File: config.mk
export PLATFORM = sky130hd
export DESIGN_NAME = rx_mac_interface
export DESIGN_NICKNAME = d
export VERILOG_FILES = /design/src/rtl/rx_mac_interface_pkg.sv /design/src/rtl/rx_mac_interface_ptr_sync.sv /design/src/rtl/rx_mac_interface.sv
export SDC_FILE = /design/constraint.sdc
export NUM_CORES = 1
export LEC_CHECK = 0
export BUFFER_PORTS_ARGS = -buffer_cell sky130_fd_sc_hd__buf_4
export CAP_MARGIN = 10
export CORE_UTILIZATION = 48
export CTS_CLUSTER_SIZE = 25
export DETAILED_ROUTE_END_ITERATION = 10
export PLACE_DENSITY = 0.71
export SETUP_SLACK_MARGIN = 0.02
export SLEW_MARGIN = 20
export SYNTH_ARGS = -nofsm -noshare
export SYNTH_HDL_FRONTEND = slang
export SYNTH_SLANG_ARGS = --single-unit
File: constraint.sdc
create_clock -name clk -period 7.7 [get_ports clk]
set_input_delay 1.54 -clock clk [delete_from_list [all_inputs] [get_ports clk]]
set_output_delay 1.54 -clock clk [all_outputs]
set_load 0.05 [all_outputs]
File: src/rtl/rx_mac_interface_pkg.sv
// Shared constants, header layout and FSM state encoding for the MAC RX buffer writer.
package rx_mac_interface_pkg;

   localparam int BF           = 7;
   localparam int HDR_LEN_MSB  = 63;
   localparam int HDR_LEN_LSB  = 32;
   localparam int MAX_FRAME_QW = 190;
   localparam int UPD_HOLD_DEF = 4;

   // ts_nsec advances ~6.4 ns per 156.25 MHz clock and restarts every second
   localparam logic [27:0] SEC_TICK_LAST = 28'(156250000 - 1);
   localparam logic [31:0] TS_STEP       = 32'd6;

   typedef enum logic [1:0] {
      S_IDLE = 2'd0,
      S_DATA = 2'd1,
      S_DROP = 2'd2
   } rx_state_e;

endpackage

File: src/rtl/rx_mac_interface_ptr_sync.sv
// Brings the consumer read pointer into the MAC clock domain and derives free buffer space.
module rx_ptr_sync #(
   parameter int AW = 8
) (
   input  logic          clk,
   input  logic          reset_n,
   input  logic [AW-1:0] rd_addr_async,
   input  logic [AW-1:0] wr_ptr,
   output logic [AW-1:0] rd_sync,
   output logic [AW-1:0] free
);

   logic [AW-1:0] rd_meta_q, rd_meta_d;
   logic [AW-1:0] rd_sync_q, rd_sync_d;

   always_comb begin
      rd_meta_d = rd_addr_async;
      rd_sync_d = rd_meta_q;
   end

   always_ff @(posedge clk or negedge reset_n) begin
      if (!reset_n) begin
         rd_meta_q <= '0;
         rd_sync_q <= '0;
      end else begin
         rd_meta_q <= rd_meta_d;
         rd_sync_q <= rd_sync_d;
      end
   end

   assign rd_sync = rd_sync_q;
   // One slot is kept empty so that equal pointers always mean "buffer empty"
   assign free    = rd_sync_q - wr_ptr - AW'(1);

endmodule

File: src/rtl/rx_mac_interface.sv
// MAC RX to circular qword buffer writer: header slot + payload per frame,
// pointer committed only for good frames that fit.
module rx_mac_interface #(
   parameter int AW           = rx_mac_interface_pkg::BF + 1,
   parameter int MAX_FRAME_QW = rx_mac_interface_pkg::MAX_FRAME_QW,
   parameter int UPD_HOLD     = rx_mac_interface_pkg::UPD_HOLD_DEF
) (
   input  logic          clk,
   input  logic          reset_n,
   input  logic [63:0]   rx_data,
   input  logic [7:0]    rx_data_valid,
   input  logic          rx_good_frame,
   input  logic          rx_bad_frame,
   output logic [AW-1:0] wr_addr,
   output logic [63:0]   wr_data,
   output logic          wr_en,
   output logic [AW-1:0] commited_wr_addr,
   output logic          wr_addr_updated,
   input  logic [AW-1:0] commited_rd_addr,
   output logic [31:0]   dropped_frames
);

   import rx_mac_interface_pkg::*;

   localparam int              QW_W      = $clog2(MAX_FRAME_QW + 1);
   localparam int              UW        = $clog2(UPD_HOLD + 1);
   localparam logic [QW_W-1:0] QW_LIMIT  = QW_W'(MAX_FRAME_QW);
   localparam logic [31:0]     FREE_NEED = 32'(MAX_FRAME_QW + 1);
   localparam logic [UW-1:0]   HOLD_LOAD = UW'(UPD_HOLD);

   rx_state_e       state_q, state_d;
   logic [AW-1:0]   head_q, head_d;
   logic [AW-1:0]   start_addr_q, start_addr_d;
   logic [AW-1:0]   cur_addr_q, cur_addr_d;
   logic [QW_W-1:0] qw_q, qw_d;
   logic [31:0]     byte_cnt_q, byte_cnt_d;
   logic [31:0]     ts_frame_q, ts_frame_d;
   logic [31:0]     ts_q, ts_d;
   logic [27:0]     tick_q, tick_d;
   logic            wr_en_q, wr_en_d;
   logic [AW-1:0]   wr_addr_q, wr_addr_d;
   logic [63:0]     wr_data_q, wr_data_d;
   logic [31:0]     dropped_q, dropped_d;
   logic            commit_req_q, commit_req_d;
   logic [AW-1:0]   commit_val_q, commit_val_d;
   logic [AW-1:0]   cwa_q, cwa_d;
   logic            arm_q, arm_d;
   logic [UW-1:0]   upd_cnt_q, upd_cnt_d;
   logic            pend_q, pend_d;
   logic [AW-1:0]   pend_addr_q, pend_addr_d;

   logic [AW-1:0]   free;
   logic [AW-1:0]   rd_sync;
   logic [31:0]     free32;
   logic [3:0]      popcnt;
   logic            data_in;
   logic [AW-1:0]   frame_end;

   // head_q is the allocation pointer: it moves on the status cycle itself so a
   // back-to-back frame never overlaps, while commited_wr_addr lags behind it.
   rx_ptr_sync #(.AW(AW)) u_ptr_sync (
      .clk           (clk),
      .reset_n       (reset_n),
      .rd_addr_async (commited_rd_addr),
      .wr_ptr        (head_q),
      .rd_sync       (rd_sync),
      .free          (free)
   );

   always_comb begin
      popcnt = '0;
      for (int i = 0; i < 8; i++) begin
         popcnt = popcnt + {3'b000, rx_data_valid[i]};
      end
   end

   assign data_in   = (rx_data_valid != 8'h00);
   assign free32    = 32'(free);
   assign frame_end = start_addr_q + AW'(1) + AW'(qw_q);

   always_comb begin
      if (tick_q == SEC_TICK_LAST) begin
         tick_d = '0;
         ts_d   = '0;
      end else begin
         tick_d = tick_q + 28'd1;
         ts_d   = ts_q + TS_STEP;
      end
   end

   always_comb begin
      state_d      = state_q;
      head_d       = head_q;
      start_addr_d = start_addr_q;
      cur_addr_d   = cur_addr_q;
      qw_d         = qw_q;
      byte_cnt_d   = byte_cnt_q;
      ts_frame_d   = ts_frame_q;
      wr_en_d      = 1'b0;
      wr_addr_d    = wr_addr_q;
      wr_data_d    = wr_data_q;
      dropped_d    = dropped_q;
      commit_req_d = 1'b0;
      commit_val_d = commit_val_q;

      unique case (state_q)
         S_IDLE: begin
            if (data_in) begin
               if (free32 < FREE_NEED) begin
                  state_d = S_DROP;
               end else begin
                  start_addr_d = head_q;
                  cur_addr_d   = head_q + AW'(2);
                  qw_d         = QW_W'(1);
                  byte_cnt_d   = 32'(popcnt);
                  ts_frame_d   = ts_q;
                  wr_en_d      = 1'b1;
                  wr_addr_d    = head_q + AW'(1);
                  wr_data_d    = rx_data;
                  state_d      = S_DATA;
               end
            end
         end
         S_DATA: begin
            if (rx_good_frame) begin
               wr_en_d                             = 1'b1;
               wr_addr_d                           = start_addr_q;
               wr_data_d[HDR_LEN_MSB:HDR_LEN_LSB]  = byte_cnt_q;
               wr_data_d[HDR_LEN_LSB-1:0]          = ts_frame_q;
               commit_req_d                        = 1'b1;
               commit_val_d                        = frame_end;
               head_d                              = frame_end;
               state_d                             = S_IDLE;
            end else if (rx_bad_frame) begin
               dropped_d = dropped_q + 32'd1;
               state_d   = S_IDLE;
            end else if (data_in) begin
               if (qw_q == QW_LIMIT) begin
                  state_d = S_DROP;
               end else begin
                  wr_en_d    = 1'b1;
                  wr_addr_d  = cur_addr_q;
                  wr_data_d  = rx_data;
                  cur_addr_d = cur_addr_q + AW'(1);
                  qw_d       = qw_q + QW_W'(1);
                  byte_cnt_d = byte_cnt_q + 32'(popcnt);
               end
            end
         end
         S_DROP: begin
            if (rx_good_frame || rx_bad_frame) begin
               dropped_d = dropped_q + 32'd1;
               state_d   = S_IDLE;
            end
         end
         default: state_d = S_IDLE;
      endcase
   end

   // Commit publication: address first, pulse one cycle later; a commit landing
   // mid-pulse waits in a one-deep slot and re-launches the pulse as it ends.
   logic hold_ending;
   logic pulse_busy;

   always_comb begin
      cwa_d       = cwa_q;
      arm_d       = 1'b0;
      upd_cnt_d   = upd_cnt_q;
      pend_d      = pend_q;
      pend_addr_d = pend_addr_q;
      hold_ending = (upd_cnt_q == UW'(1));
      pulse_busy  = arm_q || ((upd_cnt_q != '0) && !hold_ending);

      if (arm_q) begin
         upd_cnt_d = HOLD_LOAD;
      end else if (upd_cnt_q != '0) begin
         upd_cnt_d = upd_cnt_q - UW'(1);
      end

      if (hold_ending && (pend_q || commit_req_q)) begin
         cwa_d     = commit_req_q ? commit_val_q : pend_addr_q;
         pend_d    = 1'b0;
         upd_cnt_d = HOLD_LOAD;
      end else if (commit_req_q) begin
         if (pulse_busy) begin
            pend_d      = 1'b1;
            pend_addr_d = commit_val_q;
         end else begin
            cwa_d = commit_val_q;
            arm_d = 1'b1;
         end
      end
   end

   always_ff @(posedge clk or negedge reset_n) begin
      if (!reset_n) begin
         state_q      <= S_IDLE;
         head_q       <= '0;
         start_addr_q <= '0;
         cur_addr_q   <= '0;
         qw_q         <= '0;
         byte_cnt_q   <= '0;
         ts_frame_q   <= '0;
         ts_q         <= '0;
         tick_q       <= '0;
         wr_en_q      <= 1'b0;
         wr_addr_q    <= '0;
         wr_data_q    <= '0;
         dropped_q    <= '0;
         commit_req_q <= 1'b0;
         commit_val_q <= '0;
         cwa_q        <= '0;
         arm_q        <= 1'b0;
         upd_cnt_q    <= '0;
         pend_q       <= 1'b0;
         pend_addr_q  <= '0;
      end else begin
         state_q      <= state_d;
         head_q       <= head_d;
         start_addr_q <= start_addr_d;
         cur_addr_q   <= cur_addr_d;
         qw_q         <= qw_d;
         byte_cnt_q   <= byte_cnt_d;
         ts_frame_q   <= ts_frame_d;
         ts_q         <= ts_d;
         tick_q       <= tick_d;
         wr_en_q      <= wr_en_d;
         wr_addr_q    <= wr_addr_d;
         wr_data_q    <= wr_data_d;
         dropped_q    <= dropped_d;
         commit_req_q <= commit_req_d;
         commit_val_q <= commit_val_d;
         cwa_q        <= cwa_d;
         arm_q        <= arm_d;
         upd_cnt_q    <= upd_cnt_d;
         pend_q       <= pend_d;
         pend_addr_q  <= pend_addr_d;
      end
   end

   assign wr_en            = wr_en_q;
   assign wr_addr          = wr_addr_q;
   assign wr_data          = wr_data_q;
   assign commited_wr_addr = cwa_q;
   assign wr_addr_updated  = (upd_cnt_q != '0);
   assign dropped_frames   = dropped_q;

endmodule

==> results list <==
* Global-route wire length before repair: 54800 um
- Setup violations remaining at the end of the flow were counted as 0.
- Following the worst setup path forward leads to its endpoint at byte_cnt_q[13]$_DFFE_PN0P_.
- In the final routing, the length of wire on met1 measures 14900 um.
- Critical path fanouts, max: 8
- Slowest Stage Delay on Critical Path: 0.55 ns
- Entering global routing, the biggest net connects 162 pins.
- Syn Area/Cell: 10.0 um^2
- Setup Fix Bufs, Post-CTS: 0
- After the last flow step, the layout net total stands at 1749.
* Post-synth top area cell: dfrtp_1
* Peak clock frequency supported by timing: 0.182 GHz
* Worst Reg2Reg Path Length in Cells: 11
- Summed over all nets, wire length on met2 after detailed routing comes to 16200 um.
- The repair_antennas step left the layout with diodes totalling 0.
- Maximum clock path buffer count: 3
* Chip Height: 175 um
- The completed layout was analyzed and its total power is 6.11 mW.
* Slowest cell on the critical path: a21oi_1
- The worst setup path is launched from an input pin.
- Start point of the critical path: rx_data_valid[1]
- Setup repair after global routing missed its margin: no
- Overflow left after global routing: 0
* Clk slew on worst S/H paths: 0.06 ns
- Worst-margin pin slew: 1.04 ns
* Placed cells: 1978
* Die ar.: 30800 um^2
- Wire per inst: 16.4 um
- Top library cells by usage in the layout, fill and taps aside: 299 x dfrtp_1, 248 x nand2_1, 205 x buf_4
- When the netlist entered floorplanning its net count stood at 1568.
- The flow ran to the end, and the final reports show no timing, DRC or antenna violations.
- Met3 wire length: 1720 um
- Area overhead of the layout relative to synthesis: 20.0%
- For this run, the total global-route usage over all layers was measured as 0.220.
- Reg2reg setup slack: 3.96 ns
* Top Metal Used: met4
- CTS placed an instance of clkbuf_16 at the clock tree root.
* Final Max Slew Viols: 0
* DRC marker count from the first detailed-route iteration: 708
- Post-synth top area share: 0.518
- Total routed wirelength: 33400 um
- On the final layout, the worst clock skew is 0.0131 ns.
- Destination of the worst register-to-register timing path: qw_q[5]$_DFFE_PN0P_
- Post-detailed-route DRC marker count: 0
- The tightest min-delay check is of the flip-flop to flip-flop type.
- For the final routed database, the setup TNS stands at 0 ns.
* Clock insertion delay at the later pin of the skew report: 0.50 ns
- In this run, synthesis produced a sequential element count of 299.
* Most common cell after layout, fill and taps aside: dfrtp_1
- CTS sink count: 299
- Measured along the x axis, the die boundary spans 175 um.
- STA classifies the critical path endpoint as a flip-flop.
- Sequential share of the synthesized area: 0.518
* Final worst path period share: 0.712
- For this design the top-level I/O count stands at 198.
- LEAKAGE: 8.23 nW
* Number of flops mapped to enable cells by yosys: 0
* Count of endpoints failing hold in the final timing report: 0
- Number of buffers inserted by hold repair at cts: 0
- Remaining max-slew budget at the tightest pin: 0.309
- The floorplan step defined a core boundary enclosing 29600 um^2.
* Top_reg_cell synth: dfrtp_1
- In this run the cell area of the synthesized design comes to 14400 um^2.
- Yosys attributes the largest share of cell area to dfrtp_1 52%, nand2_1 6.4%, mux2i_1 5.6%, xnor2_1 4.0%, o21ai_0 4.0%.
- Total of warnings raised by yosys: 0
* H-Tree Level Count: 2
- Via count of the first global-routing pass: 10740
* Share of async-settable or async-resettable flops after synthesis: 1.00
- In this run the remaining antenna-violating nets after routing total 0.
- IO buf count: 197
* R2r startpoint: commit_val_q[0]$_DFFE_PN0P_
* Number of CTS-inserted buffers: 34
* Endpoint required time on the critical path: 8.09 ns
- Once layout is complete, the utilization of the core stands at 0.584.
* Ratio of routed vias to standard cells: 5.35
- The number of antenna violations at the first check in global routing was 0.
- The netlist uses 72 different library cells.
- TritonCTS clock tree: done
* Post-DP HPWL: 22700 um
* Max-cap violation count: 0
- Across all layers, the routed design uses 10892 vias.
- Counting every instance in the synthesized netlist gives 1444.
- Hold Worst Slack: 0.346 ns
* Fraction of layout cells with a size suffix above 1: 0.174
* Starting density of the core: 0.487
* Post-CTS resize count: 0
- Core Rows: 63
* Worst EP arrival: 5.87 ns
* Worst VDD drop: 176 uV
- The congestion estimate from routability-driven global placement came to 0.818.
- The clock period could shrink to 5.48 ns.
* Power density of the placed cells: 353 nW/um^2
* Cell-by-cell listing of the critical path: buf_4 > inv_1 > fa_1 > fa_1 > fa_1 > inv_1 > ha_1 > inv_1 > fa_1 > inv_1 > ha_1 > a21o_1 > a21o_1 > a21oi_1 > nor3_1 > and4_1 > mux2_2
- The critical path in this run is classified as input pin to flip-flop.
- Number of iterations in the first detailed-routing pass: 5
- Filler-free cell count of the finished design: 2036
## synthesized netlist by cell type, types with 3 or more instances
master and number:
ha_1 33, nor2b_1 9, nand2_1 248, nand2b_1 9, nand3b_1 3, and4_1 12, or3_1 5, a21o_1 5
fa_1 7, buf_4 9, nor4_1 4, o21ai_0 114, xor2_1 41, o31ai_1 7, o2bb2ai_1 3, buf_2 24
clkbuf_1 26, buf_6 3, mux2i_1 81, a21oi_1 39, nor2_1 97, and3_1 23, o21ai_1 18, mux2_2 5
xnor2_1 66, o21bai_1 4, nor3_1 31, inv_1 45, a31oi_1 8, o211ai_1 8, and2_1 3, a211oi_1 6
dfrtp_1 299, nand4_1 27, nand3_1 70
## per-stage QoR
step	setup WS [ns]	cell area [um^2]
2_1_floorplan	2.27	14400
3_3_place_gp	1.85	16200
3_5_place_dp	1.74	16200
4_1_cts	2.28	17300
5_1_grt	1.98	17300
6_report	2.22	17300
## report_power, final
group / switching [mW] / internal, mW
clock network: 0.622 / 0.956
registers: 0.274 / 1.91
logic: 1.60 / 0.753
total: 2.50 / 3.62
## worst min-delay path by stage
stage	from	to	slack [ns]	cells past startpoint
floorplan	u_ptr_sync.rd_meta_q[0]$_DFF_PN0_	u_ptr_sync.rd_sync[0]$_DFF_PN0_	0.33	0
global placement	u_ptr_sync.rd_meta_q[7]$_DFF_PN0_	u_ptr_sync.rd_sync[7]$_DFF_PN0_	0.34	0
detailed placement	u_ptr_sync.rd_meta_q[0]$_DFF_PN0_	u_ptr_sync.rd_sync[0]$_DFF_PN0_	0.33	0
CTS	u_ptr_sync.rd_meta_q[7]$_DFF_PN0_	u_ptr_sync.rd_sync[7]$_DFF_PN0_	0.35	0
global route	u_ptr_sync.rd_meta_q[7]$_DFF_PN0_	u_ptr_sync.rd_sync[7]$_DFF_PN0_	0.35	0
finish	u_ptr_sync.rd_meta_q[7]$_DFF_PN0_	u_ptr_sync.rd_sync[7]$_DFF_PN0_	0.35	0
## final cells by class
class / instances / area [um^2]
clock buffers: 49 / 988
clock inverters: 8 / 93.8
fillers: 2566 / 12300
multi-input cells: 1035 / 6480
well taps: 390 / 488
flip-flops and latches: 299 / 7480
inverters: 46 / 173
repair buffers: 209 / 1620
## flip-flops by register name, indices dropped and copies added (netlist names)
signal and cells:
upd_cnt_q 3, wr_data 64, qw_q 8, arm_q 1, wr_en 1, tick_q 28, state_q 2, wr_addr 8
commited_wr_addr 8, pend_q 1, ts_frame_q 31, dropped_frames 32, pend_addr_q 8, commit_val_q 8, commit_req_q 1, ts_q 31
u_ptr_sync.rd_meta_q 8, start_addr_q 8, u_ptr_sync.rd_sync 8, byte_cnt_q 32, cur_addr_q 8
## per-layer routing
metal / track usage / vias up
met5: 0 / -
met4: 0.0529 / 0
met3: 0.0342 / 44
met2: 0.369 / 248
met1: 0.299 / 5284
li1: - / 5316
## logic make-up (layout without fill, tap and decap cells)
group,after synthesis,in the layout,share of synthesized area
buffers and inverters,110,312,0.0346
adders and majority gates,40,40,0.0383
and+or+nand+nor,563,563,0.182
muxes,86,86,0.0601
AOI/OAI and AO/OA,238,238,0.0999
xor gates and xnor gates,108,108,0.0668
DFF,299,299,0.518
## worst max-delay path, delay by kind of cell
kind	cells	cell delay [ns]
buffers and inverters	5	0.40
muxes	1	0.26
and+or+nand+nor	2	0.41
adders and majority gates	6	2.33
AOI/OAI and AO/OA	3	0.92
(Power assumes the default switching activity.)
